$ cat src/rtl/jesd204b_pkg.sv
// Shared encodings and defaults for the JESD204B link controller.
// Latency: n/a (constants and types only).
// Backpressure: n/a.
package jesd204b_pkg;

    typedef logic [1:0] state_t;
    typedef logic [1:0] mf_idx_t;

    localparam state_t ST_IDLE = 2'd0;
    localparam state_t ST_CGS  = 2'd1;
    localparam state_t ST_ILAS = 2'd2;
    localparam state_t ST_DATA = 2'd3;

    // ilas_mf_idx is two bits wide, so at most four ILAS multiframes are representable
    localparam int ILAS_MULTIFRAMES_DEF = 4;
    localparam int SYNC_FILTER_DEF      = 4;

    // True in the states where the lanes are past code-group sync
    function automatic logic lane_aligned(state_t st);
        return (st == ST_ILAS) || (st == ST_DATA);
    endfunction

endpackage

$ cat src/rtl/jesd204b_link_ctrl_if.sv
// Link-control bundle: bring-up inputs plus TX mode selects and status.
// Latency: n/a (wires only).
// Backpressure: none; SYNC~ is the receiver's only way to push back.
interface jesd204b_link_ctrl_if
    import jesd204b_pkg::*;
#(
    parameter int CNT_WIDTH = 8
);
    logic                 link_enable;
    logic                 lmfc_edge;
    logic                 sync_n;
    state_t               state;
    logic                 send_cgs;
    logic                 send_ilas;
    logic                 send_data;
    mf_idx_t              ilas_mf_idx;
    logic                 ilas_cfg_mf;
    logic                 link_up;
    logic [CNT_WIDTH-1:0] resync_count;

    // Environment side: drives enable, LMFC timing and SYNC~
    modport master (
        output link_enable, lmfc_edge, sync_n,
        input  state, send_cgs, send_ilas, send_data,
        input  ilas_mf_idx, ilas_cfg_mf, link_up, resync_count
    );

    // Controller side
    modport slave (
        input  link_enable, lmfc_edge, sync_n,
        output state, send_cgs, send_ilas, send_data,
        output ilas_mf_idx, ilas_cfg_mf, link_up, resync_count
    );
endinterface

$ cat src/rtl/jesd204b_link_ctrl_sync_filter.sv
// SYNC~ debounce: flags a resync request after SYNC_FILTER consecutive low cycles.
// Latency: req is combinational on the cycle the low run reaches SYNC_FILTER.
// Backpressure: none; clear restarts the run count.
module jesd204b_sync_filter
    import jesd204b_pkg::*;
#(
    parameter int SYNC_FILTER = SYNC_FILTER_DEF
) (
    input  logic clk,
    input  logic reset,
    input  logic clear,
    input  logic sync_n,
    output logic req
);
    localparam int             CW   = $clog2(SYNC_FILTER + 1);
    localparam logic [CW-1:0]  LAST = CW'(SYNC_FILTER - 1);

    logic [CW-1:0] r_cnt;

    // r_cnt holds the low cycles seen before this one, so the current low completes the run
    assign req = !sync_n && (r_cnt == LAST);

    // Count consecutive lows; any high, a clear or reset restarts the run
    always_ff @(posedge clk) begin
        if (reset || clear || sync_n) begin
            r_cnt <= '0;
        end else if (r_cnt != LAST) begin
            r_cnt <= r_cnt + 1'b1;
        end
    end
endmodule

$ cat src/rtl/jesd204b_link_ctrl.sv
// JESD204B TX link bring-up FSM: IDLE -> CGS -> ILAS -> DATA with SYNC~ resync.
// Latency: all outputs registered, reflecting the state entered at the last edge.
// Backpressure: SYNC~ held low for SYNC_FILTER cycles drops the link back to CGS.
module jesd204b_link_ctrl
    import jesd204b_pkg::*;
#(
    parameter int ILAS_MULTIFRAMES = ILAS_MULTIFRAMES_DEF,
    parameter int SYNC_FILTER      = SYNC_FILTER_DEF,
    parameter int CNT_WIDTH        = 8
) (
    input  logic                clk,
    input  logic                reset,
    jesd204b_link_ctrl_if.slave lnk
);
    localparam mf_idx_t LAST_MF = 2'(ILAS_MULTIFRAMES - 1);

    state_t               r_state;
    logic                 r_sync_ok;
    mf_idx_t              r_mf_idx;
    logic                 r_send_cgs;
    logic                 r_send_ilas;
    logic                 r_send_data;
    logic                 r_cfg_mf;
    logic                 r_link_up;
    logic [CNT_WIDTH-1:0] r_resync_cnt;

    state_t               w_state_nxt;
    mf_idx_t              w_mf_nxt;
    logic                 w_state_chg;
    logic                 w_filt_req;
    logic                 w_filt_clr;

    // Run count only while aligned; restart it on every state change
    assign w_filt_clr = w_state_chg || !lane_aligned(r_state);

    jesd204b_sync_filter #(
        .SYNC_FILTER (SYNC_FILTER)
    ) u_sync_filter (
        .clk    (clk),
        .reset  (reset),
        .clear  (w_filt_clr),
        .sync_n (lnk.sync_n),
        .req    (w_filt_req)
    );

    // Next-state decode; dropping link_enable overrides everything
    always_comb begin
        w_state_nxt = r_state;
        if (!lnk.link_enable) begin
            w_state_nxt = ST_IDLE;
        end else begin
            case (r_state)
                ST_IDLE: w_state_nxt = ST_CGS;
                ST_CGS: begin
                    // sync_ok is last cycle's view, so a SYNC~ rise on the edge itself is too late
                    if (lnk.lmfc_edge && r_sync_ok && lnk.sync_n) begin
                        w_state_nxt = ST_ILAS;
                    end
                end
                ST_ILAS: begin
                    if (w_filt_req) begin
                        w_state_nxt = ST_CGS;
                    end else if (lnk.lmfc_edge && (r_mf_idx == LAST_MF)) begin
                        w_state_nxt = ST_DATA;
                    end
                end
                ST_DATA: begin
                    if (w_filt_req) begin
                        w_state_nxt = ST_CGS;
                    end
                end
                default: w_state_nxt = ST_IDLE;
            endcase
        end
    end

    assign w_state_chg = (w_state_nxt != r_state);

    // Multiframe index: zero outside ILAS and on entry, steps on each LMFC edge inside
    always_comb begin
        w_mf_nxt = '0;
        if (!w_state_chg && (r_state == ST_ILAS)) begin
            w_mf_nxt = lnk.lmfc_edge ? r_mf_idx + 1'b1 : r_mf_idx;
        end
    end

    // State, registered outputs and sync_ok tracking
    always_ff @(posedge clk) begin
        if (reset) begin
            r_state     <= ST_IDLE;
            r_sync_ok   <= 1'b0;
            r_mf_idx    <= '0;
            r_send_cgs  <= 1'b0;
            r_send_ilas <= 1'b0;
            r_send_data <= 1'b0;
            r_cfg_mf    <= 1'b0;
            r_link_up   <= 1'b0;
        end else begin
            r_state     <= w_state_nxt;
            r_mf_idx    <= w_mf_nxt;
            r_send_cgs  <= (w_state_nxt == ST_CGS);
            r_send_ilas <= (w_state_nxt == ST_ILAS);
            r_send_data <= (w_state_nxt == ST_DATA);
            r_cfg_mf    <= (w_state_nxt == ST_ILAS) && (w_mf_nxt == 2'd1);
            r_link_up   <= (w_state_nxt == ST_DATA);
            if (w_state_chg) begin
                r_sync_ok <= 1'b0;
            end else if (r_state == ST_CGS) begin
                r_sync_ok <= lnk.sync_n;
            end
        end
    end

    // Saturating count of resyncs that knocked the link out of DATA
    always_ff @(posedge clk) begin
        if (reset) begin
            r_resync_cnt <= '0;
        end else if ((r_state == ST_DATA) && (w_state_nxt == ST_CGS) && (r_resync_cnt != '1)) begin
            r_resync_cnt <= r_resync_cnt + 1'b1;
        end
    end

    assign lnk.state        = r_state;
    assign lnk.send_cgs     = r_send_cgs;
    assign lnk.send_ilas    = r_send_ilas;
    assign lnk.send_data    = r_send_data;
    assign lnk.ilas_mf_idx  = r_mf_idx;
    assign lnk.ilas_cfg_mf  = r_cfg_mf;
    assign lnk.link_up      = r_link_up;
    assign lnk.resync_count = r_resync_cnt;
endmodule

$ cat src/flat_wrapper.sv
// flat-port wrapper written by rule: the top's interface ports become plain ports
module jesd204b_link_ctrl_flat import jesd204b_pkg::*;
#(
    parameter int ILAS_MULTIFRAMES = ILAS_MULTIFRAMES_DEF,
    parameter int SYNC_FILTER      = SYNC_FILTER_DEF,
    parameter int CNT_WIDTH        = 8
)
  (clk, reset, lnk_link_enable, lnk_lmfc_edge, lnk_sync_n, lnk_state, lnk_send_cgs, lnk_send_ilas, lnk_send_data, lnk_ilas_mf_idx, lnk_ilas_cfg_mf, lnk_link_up, lnk_resync_count);
  jesd204b_link_ctrl_if #(.CNT_WIDTH(CNT_WIDTH)) lnk_i ();
  input  logic clk;
  input  logic reset;
  input wire logic [$bits(lnk_i.link_enable)-1:0] lnk_link_enable;
  input wire logic [$bits(lnk_i.lmfc_edge)-1:0] lnk_lmfc_edge;
  input wire logic [$bits(lnk_i.sync_n)-1:0] lnk_sync_n;
  output wire logic [$bits(lnk_i.state)-1:0] lnk_state;
  output wire logic [$bits(lnk_i.send_cgs)-1:0] lnk_send_cgs;
  output wire logic [$bits(lnk_i.send_ilas)-1:0] lnk_send_ilas;
  output wire logic [$bits(lnk_i.send_data)-1:0] lnk_send_data;
  output wire logic [$bits(lnk_i.ilas_mf_idx)-1:0] lnk_ilas_mf_idx;
  output wire logic [$bits(lnk_i.ilas_cfg_mf)-1:0] lnk_ilas_cfg_mf;
  output wire logic [$bits(lnk_i.link_up)-1:0] lnk_link_up;
  output wire logic [$bits(lnk_i.resync_count)-1:0] lnk_resync_count;
  assign lnk_i.link_enable = lnk_link_enable;
  assign lnk_i.lmfc_edge = lnk_lmfc_edge;
  assign lnk_i.sync_n = lnk_sync_n;
  assign lnk_state = lnk_i.state;
  assign lnk_send_cgs = lnk_i.send_cgs;
  assign lnk_send_ilas = lnk_i.send_ilas;
  assign lnk_send_data = lnk_i.send_data;
  assign lnk_ilas_mf_idx = lnk_i.ilas_mf_idx;
  assign lnk_ilas_cfg_mf = lnk_i.ilas_cfg_mf;
  assign lnk_link_up = lnk_i.link_up;
  assign lnk_resync_count = lnk_i.resync_count;
  jesd204b_link_ctrl #(.ILAS_MULTIFRAMES(ILAS_MULTIFRAMES), .SYNC_FILTER(SYNC_FILTER), .CNT_WIDTH(CNT_WIDTH)) u_core (.clk(clk), .reset(reset), .lnk(lnk_i));
endmodule
$ cat config.mk
export PLATFORM = sky130hd
export DESIGN_NAME = jesd204b_link_ctrl_flat
export DESIGN_NICKNAME = d
export VERILOG_FILES = /design/src/rtl/jesd204b_pkg.sv /design/src/rtl/jesd204b_link_ctrl_if.sv /design/src/rtl/jesd204b_link_ctrl_sync_filter.sv /design/src/rtl/jesd204b_link_ctrl.sv /design/src/flat_wrapper.sv
export SDC_FILE = /design/constraint.sdc
export NUM_CORES = 1
export LEC_CHECK = 0
export ABC_AREA = 1
export CAP_MARGIN = 30
export CORE_ASPECT_RATIO = 1.2
export CORE_MARGIN = 1
export CORE_UTILIZATION = 52
export DETAILED_ROUTE_END_ITERATION = 16
export GPL_TIMING_DRIVEN = 0
export PLACE_DENSITY = 0.79
export SYNTH_ARGS = -nofsm -noshare
export SYNTH_HDL_FRONTEND = slang
export SYNTH_SLANG_ARGS = --single-unit
$ cat constraint.sdc
create_clock -name clk -period 3.64 [get_ports clk]
set_clock_uncertainty 0.2 [all_clocks]
set_input_delay 0.91 -clock clk [delete_from_list [all_inputs] [get_ports clk]]
set_output_delay 0.91 -clock clk [all_outputs]
set_load 0.01 [all_outputs]
==> Word level (Yosys, flattened, before mapping) <==
Index checks and enable logic that the tools add are counted.
{ "totals": {"input_bits": 5, "mem_count": 0, "elab_cells": 49, "ram_bits": 0, "romBits": 0, "latch_bits": 0, "ff_bits": 20} }
{ "op_classes": {"eq_ne": 12, "n_addsub": 3, "n_mux": 8, "n_mul": 0, "reduce_logical": 17, "div": 0, "n_lt_le_gt_ge": 0, "shift": 0, "bitwise_logic": 0} }
{ "op_table": {"columns": ["cell", "n"], "rows": [
  ["2-to-1 mux 2 bit", 7],
  ["== test 2 bit, second input constant", 5],
  ["adder 8 x 1 -> 8 bit, second input constant", 1],
  ["logical AND 1 bit", 8],
  ["inequality test 8 bit, second input constant", 1],
  ["case mux 2 bit (4 select lines)", 1],
  ["== test 2 x 1 -> 1 bit, second input constant", 3],
  ["logical OR 1 bit", 4],
  ["adder 3 x 1 -> 3 bit, second input constant", 1],
  ["== test 3 x 2 -> 1 bit, second input constant", 1],
  ["zero test 1 bit", 3],
  ["inequality test 3 x 2 -> 1 bit, second input constant", 1],
  ["adder 2 x 1 -> 2 bit, second input constant", 1],
  ["zero test 2 bit", 1],
  ["inequality test 2 bit", 1],
  ["OR reduction 2 bit", 1]
]} }

==> Depth between registers and ports, before layout <==
Gate-level depths: netlist of run 1.
{ "logic_depth": {"word_depth": 12, "ltp_mapped": 10, "depth_no_buf": 9} }

==> Cells and area by module <==
From an unflattened synthesis of run 1, not the netlist that was laid out.
{ "hier_totals": {"cells_unflattened": 154, "area_unflattened_um2": 1111.1} }
{ "modules_own_cells": {"columns": ["module", "seq_area_each_um2", "n_inst", "cells_each", "area_per_inst_um2"], "rows": [
  ["jesd204b_link_ctrl", 340.3, 1, 127, 943.4],
  ["jesd204b_sync_filter", 60.1, 1, 27, 167.7]
]} }

==> Worst setup path before layout of run 1 <==
OpenSTA, ideal clock, no wires.
{ "synth_path": {"path_type": "input -> register", "startpoint": "input lnk_lmfc_edge", "endpoint": "register u_core.r_resync_cnt[4] (netlist: u_core.lnk.resync_count[4])", "cell_stages": 9, "setup_ns": 0.115, "path_slack_ns": 1.696, "arrival_ns": 1.629, "path_cell_list": "nand2_1 -> inv_1 -> nand3_2 -> nand3_2 -> nor2_2 -> buf_6 -> nand3_1 -> nand2_1 -> nor2_1"} }
{ "synth_between": {"elab_chain_cells": 8, "word_cells_on_any_way": 11, "cone_classes": "1 x eq/ne; 5 x mux; 5 x reduce/logical"} }
{ "synth_rtl": {"columns": ["element", "line_no", "text"], "rows": [
  ["start, declared", "flat_wrapper.sv:13", "input wire logic [$bits(lnk_i.lmfc_edge)-1:0] lnk_lmfc_edge;"],
  ["logical AND 1 bit, on equally long branches", "jesd204b_link_ctrl.sv:63, jesd204b_link_ctrl.sv:56", null],
  ["2-to-1 mux 2 bit or logical AND 1 bit (tied branches)", "jesd204b_link_ctrl.sv:63, jesd204b_link_ctrl.sv:56", null],
  ["2-to-1 mux 2 bit, on equally long branches", "jesd204b_link_ctrl.sv:61, jesd204b_link_ctrl.sv:56", null],
  ["case mux 2 bit (4 select lines) *", "jesd204b_link_ctrl.sv:52", "case (r_state)"],
  ["2-to-1 mux 2 bit *", "jesd204b_link_ctrl.sv:49", "if (!lnk.link_enable) begin"],
  ["== test 2 x 1 -> 1 bit *", "jesd204b_link_ctrl.sv:118", "end else if ((r_state == ST_DATA) && (w_state_nxt == ST_CGS) && (r_resync_cnt != '1)) begin"],
  ["logical AND 1 bit * (2 in a row)", "jesd204b_link_ctrl.sv:118", null],
  ["end signal, assigned", "jesd204b_link_ctrl.sv:119", "r_resync_cnt <= r_resync_cnt + 1'b1;"],
  ["end, declared", "jesd204b_link_ctrl.sv:25", "logic [CNT_WIDTH-1:0] r_resync_cnt;"]
]} }
Every way passes the cells marked *; elsewhere a longest branch is shown, timed or not.
A chain may end at the register's enable or synchronous reset.

==> Worst setup path in the final report of run 1 <==
{ "layout_path": {"startpoint": "register u_core.r_state[1] (netlist: u_core.lnk.state[1])", "endpoint": "output lnk_state[1]"} }
{ "layout_rtl": {"columns": ["element", "line_no", "text"], "rows": [
  ["start, declared", "jesd204b_link_ctrl.sv:17", "state_t r_state;"],
  ["start signal, assigned", "jesd204b_link_ctrl.sv:99", "r_state <= w_state_nxt;"],
  ["end, declared", "flat_wrapper.sv:15", "output wire logic [$bits(lnk_i.state)-1:0] lnk_state;"]
]} }
No word-level cell between the ends.

==> results.json, run 1 <==
{
  "peakVddDrop_uv": 305,
  "synth_xor_area_share_pct": 4.50,
  "first_iter_violations": 6,
  "finalSetupViolCount": 0,
  "crit_chain": "clkdlybuf4s50_1",
  "num_io_pins": 22,
  "slowest_stage": "clkdlybuf4s50_1",
  "die-height_um": 49.4,
  "synthSimpleGateAreaFrac_pct": 29.9,
  "grt-ovfl-total": 0,
  "cp-start-kind": "flip-flop",
  "layout-drive-gt1-share_pct": 14.7,
  "grt_max_degree": 13,
  "final_core_util_pct": 74.2,
  "place.gp.congestion": 0.765,
  "port_buffers": 20,
  "core.rowCount": 16,
  "final_nets": 160,
  "regToRegEndpoint": "u_core.lnk.resync_count[6]",
  "slew_headroom_pct": 64.6,
  "clock_latency_ns": 0.30,
  "rsz0062_at_grt": "false",
  "grt_antenna_before_repair": 0,
  "ys_seq_elements": 20,
  "core_um2": 1680,
  "cts_max_level": 1,
  "wire_per_inst_um": 11.4,
  "wl_mm": 1.91,
  "cp_num_buf_inv": 1,
  "clkTransAtPathRegs_ns": 0.12,
  "cts_tree": "done",
  "hp-class": "reg -> reg",
  "synth_top_cell_area_share_pct": 41.2,
  "arrival_ns": 1.38,
  "avgSynthCellArea_um2": 7.72,
  "synthesis.nets": 135,
  "slowest_delay_ns": 0.59,
  "via_per_inst": 5.11,
  "route.detailed.drc": 0,
  "cts_root_buffer": "clkbuf_4",
  "endpoint_kind": "output port",
  "dieArea_um2": 2050,
  "tns_ns": 0,
  "maxSlewViolCount": 0,
  "cp.required_ns": 2.53,
  "critical_path.top_delay_family": "buffers and inverters",
  "firstDrtPassIters": 4,
  "fmax_ghz": 0.402,
  "worstRegToRegCells": 10,
  "cts.repair.resized": 0,
  "cts_hold_buf": 0,
  "yosysTopAreaCell": "dfxtp_1",
  "grt_util_all_layers_pct": 20.9,
  "drv_cap": 0,
  "syn_area_um2": 972,
  "synth_top_family_by_area": "simple AND/OR/NAND/NOR gates",
  "cts_setup_buffers": 0,
  "antenna_left": 0,
  "hp-start": "u_core.r_sync_ok",
  "hold_viol": 0,
  "place_worst_setup_slack_ns": 1.02,
  "ys_seq_area_share_pct": 41.2,
  "regToRegSetupSlack_ns": 1.69,
  "fp.dieW_um": 41.5,
  "antenna_cells": 0,
  "synth_compound_area_share_pct": 9.78,
  "synth_edf_count": 0,
  "async_flop_share_pct": 0,
  "outcome": "finished, final reports clean",
  "cts.sinks": 20,
  "setup_ws_ns": 1.15,
  "synth_ff_type": "dfxtp_1",
  "netlist-cell-type-count": 23,
  "start_util_pct": 57.8,
  "critPathKind": "reg -> out",
  "fin_crit_sh_pct": 68.4,
  "area_delta_synth_final_pct": 28.3,
  "numCtsBuffers": 3,
  "worst_slew_pin_slew_ns": 0.531,
  "synthMuxAreaShare_pct": 2.19,
  "ys.warnings.count": 0,
  "whs_endpoint": "u_core.r_sync_ok",
  "leakagePower_nw": 0.525,
  "syn_inst": 126,
  "cts_buffer_depth": 2,
  "num_vias": 859,
  "dp_hpwl_mm": 1.46,
  "r2r-start": "u_core.u_sync_filter.r_cnt[0]",
  "netlist_top_cells_area": "dfxtp_1, nand2_1, nor2_1, ha_1, nand3_1",
  "grt_pass1_vias": 815,
  "synth_adder_area_share_pct": 5.15,
  "cp_max_fo": 7,
  "hold_depth": 2,
  "p_per_area_nw_per_um2": 338,
  "grt_pass1_wl_mm": 3.28,
  "period_minus_slack_ns": 2.49
}
[stage by stage]
| stage | total power, mW | instance area (um^2) | hold WS (ns) | instances |
|---|---|---|---|---|
| after floorplan | 0.236 | 972 | 0.250 | 126 |
| after global placement | 0.246 | 1190 | 0.264 | 164 |
| after detailed placement | 0.246 | 1190 | 0.284 | 164 |
| after CTS | 0.426 | 1250 | 0.300 | 168 |
| after global routing | 0.445 | 1250 | 0.331 | 168 |
| final | 0.422 | 1250 | 0.295 | 168 |
[area by class of cell]
| type | instances | area (um^2) |
|---|---|---|
| Clock inverter | 1 | 30.0 |
| Sequential cell | 20 | 400 |
| Tap cell | 18 | 22.5 |
| Multi-Input combinational cell | 90 | 500 |
| Inverter | 13 | 48.8 |
| Fill cell | 144 | 434 |
| Timing Repair Buffer | 20 | 200 |
| Clock buffer | 3 | 22.5 |
| Buffer | 3 | 22.5 |
[layer usage]
metal	up-vias	global-route usage [%]	wire length, um
li1	453	-	-
met1	385	22.0	825
met2	19	37.5	995
met3	2	6.30	82
met4	0	9.14	10
met5	-	0	0
[cell usage after synthesis (2+ instances only)]
| master | instances |
|---|---|
| nand3_1 | 9 |
| inv_1 | 11 |
| dfxtp_1 | 20 |
| nand2_1 | 23 |
| xor2_1 | 5 |
| nand2_2 | 2 |
| o21ai_0 | 6 |
| nor2_2 | 3 |
| a21oi_2 | 3 |
| a21oi_1 | 6 |
| nand3_2 | 3 |
| ha_1 | 4 |
| inv_2 | 2 |
| nor3_1 | 2 |
| nor2_1 | 19 |
[power by group]
part / internal, mW / switching (mW) / total [mW]
sequential: 0.220 / 0.00121 / 0.221
combinational: 0.00834 / 0.0117 / 0.0200
clock: 0.111 / 0.0694 / 0.181
[flip-flops by register name (all words and copies together), names as in the netlist]
name,cells
u_core.lnk.resync_count,8
u_core.u_sync_filter.r_cnt,3
u_core.lnk.ilas_mf_idx,2
u_core.lnk.state,2
u_core.lnk.ilas_cfg_mf,1
u_core.lnk.send_cgs,1
u_core.lnk.send_data,1
u_core.lnk.send_ilas,1
u_core.r_sync_ok,1
[worst max-delay path by stage]
stage                        start                         end  slack [ns]  cells after the start
6_report       u_core.lnk.state[1]                lnk_state[1]        1.15                      1
5_1_grt        u_core.lnk.state[1]                lnk_state[1]        1.04                      1
4_1_cts        u_core.lnk.state[1]                lnk_state[1]        1.14                      1
3_5_place_dp         lnk_lmfc_edge  u_core.lnk.resync_count[6]        1.02                     10
3_3_place_gp         lnk_lmfc_edge  u_core.lnk.resync_count[6]        1.05                     10
2_1_floorplan        lnk_lmfc_edge  u_core.lnk.resync_count[4]        1.70                      9
[cell usage in the layout (no fill, tap or decap), types with 2 or more instances in the layout]
cell type / count
xor2_1: 5
ha_1: 4
a21oi_1: 6
nand2_2: 2
o21ai_0: 6
nand3_1: 9
inv_2: 2
clkbuf_4: 3
inv_1: 11
nor2_2: 3
nor3_1: 2
nand3_2: 3
dfxtp_1: 20
nand2_1: 23
clkdlybuf4s50_1: 20
nor2_1: 19
a21oi_2: 3
[cells by family (layout without fill, tap and decap cells)]
| family | Yosys count | count (layout) |
|---|---|---|
| buffers and inverters | 16 | 40 |
| adder cells (fa/ha/maj) | 4 | 4 |
| AO/OA/AOI/OAI | 16 | 16 |
| multiplexers | 2 | 2 |
| AND/OR/NAND/NOR | 63 | 63 |
| XOR/XNOR | 5 | 5 |
| flip-flops | 20 | 20 |
No activity file was read; power rests on OpenSTA's default activity.
==> run 2: changes to the inputs <==
Settings changed: CORE_UTILIZATION 52 to 48, PLACE_DENSITY 0.79 to 0.74.
Clock period 3.64 ns to 2.3 ns, I/O delays scaled along.
==> results.json, run 2 (synthesis gave the netlist of run 1 again) <==
{
  "place.gp.congestion": 0.889,
  "hp-class": "reg -> reg",
  "num_vias": 865,
  "final_nets": 160,
  "first_iter_violations": 6,
  "wl_mm": 1.81,
  "setup_ws_ns": 0.130,
  "multi_input_area_um2": 500,
  "finalNonFillerCells": 169,
  "fin_crit_sh_pct": 94.4,
  "maxSlewViolCount": 0,
  "place_worst_setup_slack_ns": 0.0111,
  "finalSetupViolCount": 0,
  "arrival_ns": 1.40,
  "dieArea_um2": 2210,
  "antenna_cells": 0,
  "num_io_pins": 22,
  "cts_buffer_depth": 2,
  "period_minus_slack_ns": 2.17,
  "fmax_ghz": 0.461,
  "firstDrtPassIters": 4,
  "grt_antenna_before_repair": 0,
  "clkTransAtPathRegs_ns": 0.12,
  "endpoint_kind": "output port",
  "cts_root_buffer": "clkbuf_4",
  "final_common_cell": "nand2_1",
  "numCtsBuffers": 3,
  "cts.repair.resized": 0,
  "fin_hold_ws_ns": 0.288,
  "critical_path.top_delay_family": "buffers and inverters",
  "cts.sinks": 20,
  "grt-ovfl-total": 0,
  "port_buffers": 20,
  "outcome": "finished, final reports clean",
  "dp_hpwl_mm": 1.42,
  "seq_area_um2": 400,
  "cts_hold_buf": 0,
  "p_comb_share_pct": 4.7,
  "fill_cells": 160,
  "swShare_pct": 19.3,
  "internal-power_mw": 0.538,
  "slowest_delay_ns": 0.59,
  "antenna_left": 0,
  "grt_util_all_layers_pct": 19.8,
  "layout-drive-gt1-share_pct": 14.7,
  "final_area_um2": 1250,
  "cp-start-kind": "flip-flop",
  "cts_setup_buffers": 0,
  "cp_num_buf_inv": 1,
  "start_util_pct": 51.9,
  "grt_pass1_wl_mm": 3.31,
  "grt_pass1_vias": 806,
  "route.detailed.drc": 0,
  "area_delta_synth_final_pct": 28.4,
  "largest_register_ffs": 8,
  "hold_viol": 0,
  "via_per_inst": 5.12,
  "leakagePower_nw": 0.525,
  "peakVddDrop_uv": 439,
  "cp_max_fo": 7,
  "seqPwrFrac_pct": 52.6,
  "grt_max_degree": 13,
  "rsz0062_at_grt": "false",
  "p_per_area_nw_per_um2": 534,
  "clock_latency_ns": 0.31,
  "worst_slew_pin_slew_ns": 0.491,
  "critPathKind": "reg -> out",
  "die-height_um": 51.3,
  "tns_ns": 0,
  "crit_chain": "clkdlybuf4s50_1",
  "p_clk_share_pct": 42.7,
  "cp.required_ns": 1.52,
  "slew_headroom_pct": 67.3,
  "core.rowCount": 17,
  "core_um2": 1870,
  "wire_per_inst_um": 10.7,
  "dp.cells": 165,
  "cts_max_level": 1,
  "p_switching_mw": 0.128,
  "drv_cap": 0,
  "mostFrequentLayoutCells": "nand2_1, clkdlybuf4s50_1, dfxtp_1",
  "fp.dieW_um": 43.1,
  "slowest_stage": "clkdlybuf4s50_1",
  "dpl_cell_area_um2": 1200,
  "cts_tree": "done"
}
==> run 2: cell counts in the layout (fill, tap and decap cells not counted) <==
No cell type changed its count.
==> run 2: metal layers <==
layer  vias to the layer above  share of wire [%]  GRT usage [%]
met5                         -                  0              0
met2                        14                 49           33.8
met3                         5                3.2           2.12
met4                         0                2.6           10.6
li1                        453                  -              -
met1                       393                 45           23.9
==> run 2: final timing paths <==
| kind | startpoint | endpoint | slack (ns) | cells past startpoint |
|---|---|---|---|---|
| max | u_core.lnk.state[1] | lnk_state[1] | 0.13 | 1 |
| min | u_core.r_sync_ok | u_core.r_sync_ok | 0.29 | 2 |
| max reg2reg | u_core.u_sync_filter.r_cnt[0] | u_core.lnk.resync_count[4] | 0.36 | 10 |
| min reg2reg | u_core.r_sync_ok | u_core.r_sync_ok | 0.29 | 2 |
==> run 2: power by group through the flow <==
stage,logic (mW),clock network (mW),registers [mW]
6_report,0.0316,0.285,0.350
2_1_floorplan,0.0150,0,0.359
3_3_place_gp,0.0310,0,0.358
5_1_grt,0.0362,0.303,0.351
4_1_cts,0.0319,0.292,0.350
3_5_place_dp,0.0317,0,0.358
==> run 2: cell type report <==
class                      instances  area share [%]
inverter                          13            3.91
tap                               19            1.90
timing repair buffer              20            16.0
buffer                             3            1.80
clock buffer                       3            1.80
clock inverter                     1            2.40
multi-input combinational         90            40.1
sequential                        20            32.1
==> run 2: worst reg2reg max path: stages (launching register included) <==
cell	delay [ns]
dfxtp_1	0.36
ha_1	0.16
ha_1	0.26
inv_2	0.07
o21ai_2	0.16
nand3_2	0.12
nor2_2	0.19
buf_6	0.16
nand3_1	0.07
nand2_1	0.06
nor2_1	0.04
==> run 2: metrics by stage <==
stage | utilization [%] | power (mW)
after floorplan | - | 0.374
after global placement | 63.9 | 0.389
after detailed placement | 63.9 | 0.390
after CTS | 66.7 | 0.674
after global routing | 66.7 | 0.690
final | 66.7 | 0.666
==> run 3: changes to the inputs <==
Settings changed: CORE_UTILIZATION 48 to 52, PLACE_DENSITY 0.74 to 0.79.
Clock period 2.3 ns to 2.7 ns, I/O delays scaled along.
==> results of run 3 <==
The final DEF is identical to that of run 1. Status: finished, final reports clean.
Main changes from that run: setup slack after placement 1.02 ns -> 0.314 ns; setup slack after layout 1.15 ns -> 0.444 ns; register-to-register setup slack 1.69 ns -> 0.75 ns; total power 0.422 mW -> 0.569 mW; worst IR drop on VDD 305 uV -> 412 uV
